===== src/rtl/adc_pkg.sv =====
// Shared definitions for the ADC scan sequencer: FSM state encoding and
// the default timeout and gating mask used by the top level.
package adc_pkg;

    typedef enum logic [1:0] {
        ST_SETUP = 2'd0,
        ST_GO    = 2'd1,
        ST_ARM   = 2'd2,
        ST_WAIT  = 2'd3
    } scan_state_e;

    // Number of WAIT cycles without a completion strobe before a retry.
    localparam logic [15:0] TIMEOUT_DEFAULT    = 16'hFFF0;

    // Channels 8..15 carry BEMF signals that are only meaningful inside the
    // sensing window, so they are stored only while gate_in is high.
    localparam logic [16:0] GATED_MASK_DEFAULT = 17'h0FF00;

    // Width of the per-visit sample index (settle count is 0..7).
    localparam int          IDX_W              = 3;

endpackage


===== src/rtl/adc_result_bank.sv =====
// Holds the latest stored result for every channel. A write request from
// the sequencer is qualified by the gating mask, and each accepted write
// raises a one-cycle fresh pulse for its channel.
module adc_result_bank
    import adc_pkg::*;
#(
    parameter int                  NUM_CHAN   = 17,
    parameter int                  DATA_W     = 10,
    parameter int                  CHAN_W     = 5,
    parameter logic [NUM_CHAN-1:0] GATED_MASK = NUM_CHAN'(GATED_MASK_DEFAULT)
) (
    input  logic                         clk_i,
    input  logic                         rst_ni,
    input  logic                         wr_req_i,
    input  logic [CHAN_W-1:0]            wr_chan_i,
    input  logic [DATA_W-1:0]            wr_data_i,
    input  logic                         gate_i,
    output logic [NUM_CHAN*DATA_W-1:0]   data_o,
    output logic [NUM_CHAN-1:0]          fresh_o
);

    logic [NUM_CHAN*DATA_W-1:0] data_q, data_d;
    logic [NUM_CHAN-1:0]        fresh_q, fresh_d;
    logic                       store;

    // Decide whether the requested write lands and build the next bank contents.
    always_comb begin
        data_d  = data_q;
        fresh_d = '0;
        store   = wr_req_i && (gate_i || !GATED_MASK[wr_chan_i]);
        if (store) begin
            data_d[wr_chan_i*DATA_W +: DATA_W] = wr_data_i;
            fresh_d[wr_chan_i]                 = 1'b1;
        end
    end

    // Result and fresh-pulse registers with synchronous active-low reset.
    always_ff @(posedge clk_i) begin
        if (!rst_ni) begin
            data_q  <= '0;
            fresh_q <= '0;
        end else begin
            data_q  <= data_d;
            fresh_q <= fresh_d;
        end
    end

    assign data_o  = data_q;
    assign fresh_o = fresh_q;

endmodule


===== src/rtl/adc_scan_sequencer.sv =====
// Round-robin ADC scan sequencer. Each enabled channel is converted
// SETTLE+1 times per visit; only the last conversion is stored. A WAIT
// that never sees a completion strobe is abandoned after TIMEOUT cycles
// and the same sample is retried, leaving a sticky error flag behind.
module adc_scan_sequencer
    import adc_pkg::*;
#(
    parameter int                  NUM_CHAN   = 17,
    parameter int                  DATA_W     = 10,
    parameter int                  CHAN_W     = 5,
    parameter int                  SETTLE     = 3,
    parameter logic [15:0]         TIMEOUT    = TIMEOUT_DEFAULT,
    parameter logic [NUM_CHAN-1:0] GATED_MASK = NUM_CHAN'(GATED_MASK_DEFAULT)
) (
    input  logic                         clk3p2M,
    input  logic                         rst_n,
    input  logic [DATA_W-1:0]            adc_in,
    input  logic                         adc_valid,
    input  logic                         gate_in,
    input  logic [NUM_CHAN-1:0]          chan_en,
    input  logic                         err_clr,
    output logic                         adc_go,
    output logic [CHAN_W-1:0]            adc_chan,
    output logic [NUM_CHAN*DATA_W-1:0]   adc_data,
    output logic [NUM_CHAN-1:0]          data_fresh,
    output logic                         scan_done,
    output logic                         timeout_err
);

    scan_state_e        state_q, state_d;
    logic [CHAN_W-1:0]  cur_q, cur_d;
    logic [IDX_W-1:0]   idx_q, idx_d;
    logic [15:0]        cnt_q, cnt_d;
    logic               done_q, done_d;
    logic               err_q, err_d;
    logic               wr_req;
    logic               cur_last;
    logic [CHAN_W-1:0]  cur_inc;

    assign cur_last = (cur_q == CHAN_W'(NUM_CHAN - 1));
    assign cur_inc  = cur_last ? '0 : cur_q + CHAN_W'(1);

    // Next-state logic: channel walk, settle counting, timeout and error flag.
    // A timeout of the WAIT happens on its TIMEOUT-th cycle without a strobe;
    // a strobe in that same cycle is accepted instead.
    always_comb begin
        state_d = state_q;
        cur_d   = cur_q;
        idx_d   = idx_q;
        cnt_d   = cnt_q;
        done_d  = 1'b0;
        err_d   = err_q;
        wr_req  = 1'b0;
        if (err_clr) begin
            err_d = 1'b0;
        end
        case (state_q)
            ST_SETUP: begin
                if (chan_en[cur_q]) begin
                    state_d = ST_GO;
                end else begin
                    cur_d  = cur_inc;
                    done_d = cur_last;
                end
            end
            ST_GO: begin
                state_d = ST_ARM;
            end
            ST_ARM: begin
                cnt_d   = '0;
                state_d = ST_WAIT;
            end
            ST_WAIT: begin
                if (adc_valid) begin
                    state_d = ST_SETUP;
                    if (idx_q == IDX_W'(SETTLE)) begin
                        wr_req = 1'b1;
                        idx_d  = '0;
                        cur_d  = cur_inc;
                        done_d = cur_last;
                    end else begin
                        idx_d = idx_q + IDX_W'(1);
                    end
                end else if (cnt_q == TIMEOUT - 16'd1) begin
                    state_d = ST_SETUP;
                    err_d   = 1'b1;
                end else begin
                    cnt_d = cnt_q + 16'd1;
                end
            end
            default: begin
                state_d = ST_SETUP;
            end
        endcase
    end

    // Sequencer state registers with synchronous active-low reset.
    always_ff @(posedge clk3p2M) begin
        if (!rst_n) begin
            state_q <= ST_SETUP;
            cur_q   <= '0;
            idx_q   <= '0;
            cnt_q   <= '0;
            done_q  <= 1'b0;
            err_q   <= 1'b0;
        end else begin
            state_q <= state_d;
            cur_q   <= cur_d;
            idx_q   <= idx_d;
            cnt_q   <= cnt_d;
            done_q  <= done_d;
            err_q   <= err_d;
        end
    end

    adc_result_bank #(
        .NUM_CHAN   (NUM_CHAN),
        .DATA_W     (DATA_W),
        .CHAN_W     (CHAN_W),
        .GATED_MASK (GATED_MASK)
    ) u_bank (
        .clk_i     (clk3p2M),
        .rst_ni    (rst_n),
        .wr_req_i  (wr_req),
        .wr_chan_i (cur_q),
        .wr_data_i (adc_in),
        .gate_i    (gate_in),
        .data_o    (adc_data),
        .fresh_o   (data_fresh)
    );

    assign adc_go      = (state_q == ST_GO);
    assign adc_chan    = cur_q;
    assign scan_done   = done_q;
    assign timeout_err = err_q;

endmodule

===== config.mk =====
export PLATFORM = sky130hd
export DESIGN_NAME = adc_scan_sequencer
export DESIGN_NICKNAME = d
export VERILOG_FILES = /design/src/rtl/adc_pkg.sv /design/src/rtl/adc_result_bank.sv /design/src/rtl/adc_scan_sequencer.sv
export SDC_FILE = /design/constraint.sdc
export NUM_CORES = 1
export LEC_CHECK = 0
export ABC_AREA = 1
export ABC_CLOCK_PERIOD_IN_PS = 4850
export CORE_MARGIN = 10
export CORE_UTILIZATION = 54
export CTS_BUF_LIST = sky130_fd_sc_hd__clkbuf_4 sky130_fd_sc_hd__clkbuf_8
export DETAILED_ROUTE_END_ITERATION = 6
export PLACE_DENSITY = 0.83
export REMOVE_ABC_BUFFERS = 1
export SYNTH_ARGS = -nofsm -noshare
export SYNTH_HDL_FRONTEND = slang
export SYNTH_HIERARCHICAL = 1
export SYNTH_SLANG_ARGS = --single-unit

===== constraint.sdc =====
create_clock -name clk3p2M -period 4.85 [get_ports clk3p2M]
set_input_delay 0.97 -clock clk3p2M [delete_from_list [all_inputs] [get_ports clk3p2M]]
set_output_delay 0.97 -clock clk3p2M [all_outputs]
set_load 0.005 [all_outputs]

# Word-level counts from Yosys, hierarchy flattened
# Memories as Yosys holds them, arrays and structs flattened. A register that Yosys moved wholly into a read port is not among the register bits.
# Index checks and enable logic that the tools add are counted.
[totals] reg_bits=215 mem_bits_ro=32 input_bits=32 output_inout_bits=195 mem_count=1
[memory_table] name="(no name shown)" depth=32 width=1 rd=1 rd_clocked_by_memory_dff=1 write_ports=0 line="adc_result_bank.sv:30" source="store = wr_req_i && (gate_i || !GATED_MASK[wr_chan_i]);"
[op_classes] add_sub_neg=4 n_mul=1 n_lt_le_gt_ge=2 eq_ne=13 shifts=2 n_mux=32 n_reduce_logical=12
[op_table] operator="$bwmux 170" n=1
[op_table] operator="$shift 10x34->170 const A" n=1
[op_table] operator="$shiftx 10x34->170" n=1
[op_table] operator="$neg 9->34" n=1
[op_table] operator="$mux 16" n=2
[op_table] operator="$pmux 16 s2" n=1
[op_table] operator="$mux 5" n=6
[op_table] operator="$add 16x1->16 const B" n=1
[op_table] operator="$eq 16x16->1 const B" n=1
[op_table] operator="$mux 1" n=13
[op_table] operator="$ne 2x2->1 const B" n=6
[op_table] operator="$pmux 5 s2" n=1
[op_table] operator="$mul 5x3->8 const B" n=1
[op_table] operator="$pmux 2 s4" n=1
[op_table] operator="$lt 5x6->1 const B" n=1
[op_table] operator="$mux 2" n=3
[op_table] operator="$reduce_and 2->1" n=3
[op_table] operator="$add 5x1->5 const B" n=1
[op_table] operator="$bmux 1 s5" n=1
[op_table] operator="$demux 1 s5" n=1
[op_table] operator="$eq 5x5->1 const B" n=1
[op_table] operator="$ge 5x1->1 const B" n=1
[op_table] operator="$eq 2x2->1 const B" n=2
[op_table] operator="$reduce_and 4->1" n=1
[op_table] operator="12 further kinds" n=14

# Logic depth before layout (Yosys ltp)
[logic_depth] ltp_word=7 mapped_depth=21 mapped_depth_nobuf=21

# Modules after synthesis
# Netlist, hierarchy kept.
[modules_own_cells] mod="adc_result_bank" instances=1 cells_per_inst=1404 area_each_um2=9481.6 seq_area_each_um2=3743.6
[modules_own_cells] mod="adc_scan_sequencer" instances=1 cells_per_inst=284 area_each_um2=1848.0 seq_area_each_um2=560.5

# Least setup slack after synthesis
# OpenSTA, ideal clock, no wires.
[synth_path] path_kind="reg-to-reg" from="register cur_q[0] (netlist: adc_chan[0])" to="register u_bank.data_q[163] (netlist: u_bank/data_o[163])" setup_time_ps=116 arrival_ps=3477 t_required_ps=4734 setup_slack_ps=1258 stages_incl_launch_ff=18 path_buffers=1 period_less_slack_ps=3592 cell_sequence="dfxtp_1 ha_1 ha_1 inv_1 fa_1 xnor2_1 nor2_1 nand2_1 inv_1 ha_1 inv_1 nor2_1 inv_1 nor2_2 buf_4 nand2_1 o21ai_0 nor2_1"
[synth_between] elab_chain_cells=4
[synth_lines] element="start, declared" line="adc_scan_sequencer.sv:31" source="logic [CHAN_W-1:0] cur_q, cur_d;"
[synth_lines] element="start signal, assigned" line="adc_scan_sequencer.sv:108" source="cur_q <= cur_d;"
[synth_lines] element="$mul 5x3->8 *" line="adc_result_bank.sv:32" source="data_d[wr_chan_i*DATA_W +: DATA_W] = wr_data_i;"
[synth_lines] element="$neg 9->34 *" line="adc_result_bank.sv:32"
[synth_lines] element="$shiftx 10x34->170 / $shift 10x34->170 (equally long branches)" line="adc_result_bank.sv:32"
[synth_lines] element="$bwmux 170 *" line="adc_result_bank.sv:32"
[synth_lines] element="end signal, assigned" line="adc_result_bank.sv:43" source="data_q <= data_d;"
[synth_lines] element="end, declared" line="adc_result_bank.sv:22" source="logic [NUM_CHAN*DATA_W-1:0] data_q, data_d;"
# Mark *: on every way between the ends. The rest lies on a longest branch, timed or not.
# A chain may end at the register's enable or synchronous reset.

# Worst setup path after layout
[layout_path] from="register cur_q[2] (netlist: adc_chan[2])" to="register u_bank.data_q[23] (netlist: u_bank/data_o[23])"
# The elaborated chain is that of the path after synthesis.

==> metrics.yaml <==
status: "complete, but fails checks"
violations: "DRC"
finalSetupTns_ns: 0
fin_skew_ns: 0.01294
gp_congestion: 0.9719
core_um2: 20430
max_slew_margin_pct: 30.64
remaining_drc_errors: 10
cp-start-kind: "register"
setup_violations: 0
cts-buffers-inserted: 37
grt_max_degree: 110
drive_gt1_share_pct: 8.546
power_density_nw_per_um2: 564.6
p_leak_uw: 0.006096
synth-seq-cells: 215
cts.clk_slew.worst_paths_ns: 0.06
ys_types: 56
syn_inst: 1688
io_pins: 227
slowest_stage: "inv_2"
slowest_delay_ns: 0.62
synth_ff_type: "dfxtp_1"
grt_pass1_vias: 11210
arrival_ns: 4.89
clk_path_buf_depth: 3
finalCritPeriodShare_pct: 91.52
cts_tree: "built"
wl_met3_um: 3483
synth_top_family_by_area: "simple AND/OR/NAND/NOR gates"
drt_iter0_markers: 967
setup_slack_ns: 0.4114
maxCapViolCount: 0
portBuffers: 226
postPlaceCellArea_um2: 13680
clock-sinks: 215
die_area_um2: 27170
grt_pass1_wl_um: 57390
fmax_mhz: 225.3
nNetsFinal: 1951
diodes: 0
grt_use_total_pct: 25.74
worst-setup-path-type: "register to register"
synth-compound-area-share_pct: 13.29
yosysWarnings: 6
synth-edff-count: 0
ys_async_sr_fraction_pct: 0
cts_setup_buffers: 0
wl_met2_um: 16860
yosys.area_share.adder_pct: 2.385
antenna_found_initial: 0
holdBufCountCts: 0
fin_crit_ns: 4.439
max-vdd-ir-drop_v: 0.0004160
highest_layer: "met4"
rows: 52
finalHoldViolations: 0
syn2layout_area_growth_pct: 27.34
netlist_area_um2: 11330
critPathMaxFanout: 42
wire_per_inst_um: 16.77
cts_resized: 0
grt_setup_unrepaired: "false"
htreeDepth: 2
synth-xor-area-share_pct: 1.005
crit_chain: "ha_1, ha_1, inv_1, fa_1, xnor2_1, nor2_1, nand2_1, inv_1, ha_1, inv_1, nor2_1, nand2_4, inv_2, nand3_1, nand2_1, nand2_1, nor2_1"
grt-ovfl-total: 0
hp-class: "register to register"
routed_via_density: 5.517
wl_met1_um: 15220
slew_violations: 0
cp_top_family: "simple AND/OR/NAND/NOR gates"
dpl_worst_slack_ns: 0.5591
cts-root-buf: "clkbuf_8"
muxShareOfSynthArea_pct: 0
dp_hpwl_um: 26800
path_buf_inv: 4
worst_slew_pin_slew_ns: 1.040
final_area_um2: 14430
vias: 12080
critPathRequiredTime_ns: 5.30
drt_wl_total_um: 36710
die_h_um: 164.8
synth-simple-area-share_pct: 35.73
critPathCaptureType: "register"
die_w_um: 164.8
drt.antenna.violating_nets: 0
start_util_pct: 55.46
postSynthAreaPerCell_um2: 6.712
dr.pass1.iters: 7
insertion_delay_ns: 0.52
ys_seq_area_share_pct: 37.99
-- worst reg2reg max path, cell delays in order, from the launching register on --
cell     delay [ns]
dfxtp_1        0.57
ha_1           0.23
ha_1           0.18
inv_1          0.06
fa_1           0.41
xnor2_1        0.36
nor2_1         0.13
nand2_1        0.07
inv_1          0.06
ha_1           0.33
inv_1          0.14
nor2_1         0.37
nand2_4        0.17
inv_2          0.62
nand3_1        0.30
nand2_1        0.13
nand2_1        0.06
nor2_1         0.16
-- final cells by class --
class / count / area, µm²
clock buffer: 58 / 729.5
tap: 270 / 337.8
clock inverter: 2 / 13.76
inverter: 194 / 733.2
multi-input combinational: 1209 / 5937
sequential: 215 / 4304
timing repair buffer: 241 / 2372
fill: 1810 / 6002
-- cell families after synthesis --
family                   after synthesis
AO/OA/AOI/OAI                        271
XOR/XNOR                              10
adder cells (fa/ha/maj)               21
buffers and inverters                264
flip-flops                           215
AND/OR/NAND/NOR                      907
-- sequential cells by signal, summed over array words and instances, names as in the netlist --
| register | count |
|---|---|
| u_bank/fresh_o | 17 |
| state_q | 2 |
| idx_q | 3 |
| timeout_err | 1 |
| adc_chan | 5 |
| cnt_q | 16 |
| u_bank/data_o | 170 |
| scan_done | 1 |
-- synthesized netlist by cell type, types with 9 or more instances --
cell | instances | area share (%)
buf_2 | 20 | 0.88
nand2_1 | 404 | 13
o21ai_0 | 76 | 3.4
nand2_2 | 9 | 0.50
inv_2 | 16 | 0.53
inv_1 | 175 | 5.8
nand4_1 | 53 | 2.9
ha_1 | 20 | 2.2
a21oi_1 | 126 | 5.6
dfxtp_1 | 215 | 38
nand3_2 | 14 | 1.2
clkbuf_1 | 34 | 1.1
nor2_1 | 257 | 8.5
o21ai_1 | 28 | 1.2
o21ai_2 | 13 | 1.0
nand3_1 | 124 | 5.5
-- per-stage QoR --
| stage | total power [µW] | util (%) | hold WS, ns | cells |
|---|---|---|---|---|
| 6_report | 8146 | 70.62 | 0.4537 | 2189 |
| 2_1_floorplan | 4937 | - | 0.4396 | 1618 |
| 5_1_grt | 8617 | 70.62 | 0.4768 | 2189 |
| 3_5_place_dp | 6358 | 66.98 | 0.4423 | 2129 |
| 3_3_place_gp | 6318 | 66.98 | 0.4321 | 2129 |
| 4_1_cts | 8030 | 70.62 | 0.4537 | 2189 |
-- cells in the final DEF (no fill, tap or decap), drive strengths merged, types with 2 or more instances in the layout --
cell type	Yosys	layout
xor2	8	8
dfxtp	215	215
nor4	3	3
xnor2	2	2
nor3	14	14
nor3b	6	6
clkdlybuf4s50	0	225
nor2	266	266
ha	20	20
nand2	415	415
clkinv	1	2
a21oi	128	128
nand4	54	54
nor2b	2	2
a22oi	2	2
buf	36	16
nand3b	3	3
o21ai	118	118
clkbuf	34	58
o22ai	7	7
or2	2	2
inv	193	194
o211ai	3	3
o21a	5	5
nand3	140	140
a31oi	4	4
-- power by group --
group / switching [µW] / total [µW] / internal, µW
sequential: 30.3 / 1820 / 1790
clock: 722 / 1670 / 947
combinational: 3640 / 4650 / 1010
-- routing by layer --
layer  track usage [%]  up-vias
li1                  -     5883
met1             31.80     5610
met2             41.97      500
met3             7.120       83
met4             9.541        0
met5                 0        -
-- final timing paths --
kind	from	to	slack, ns	cells after the start
setup reg to reg	adc_chan[2]$_SDFFE_PN0P_	u_bank/data_o[23]$_SDFFE_PN0P_	0.41	17
setup / recovery	adc_chan[2]$_SDFFE_PN0P_	u_bank/data_o[23]$_SDFFE_PN0P_	0.41	17
hold / removal	u_bank/data_o[113]$_SDFFE_PN0P_	u_bank/data_o[113]$_SDFFE_PN0P_	0.45	2
hold reg to reg	u_bank/data_o[113]$_SDFFE_PN0P_	u_bank/data_o[113]$_SDFFE_PN0P_	0.45	2
Power figures use the tool's default switching activity.
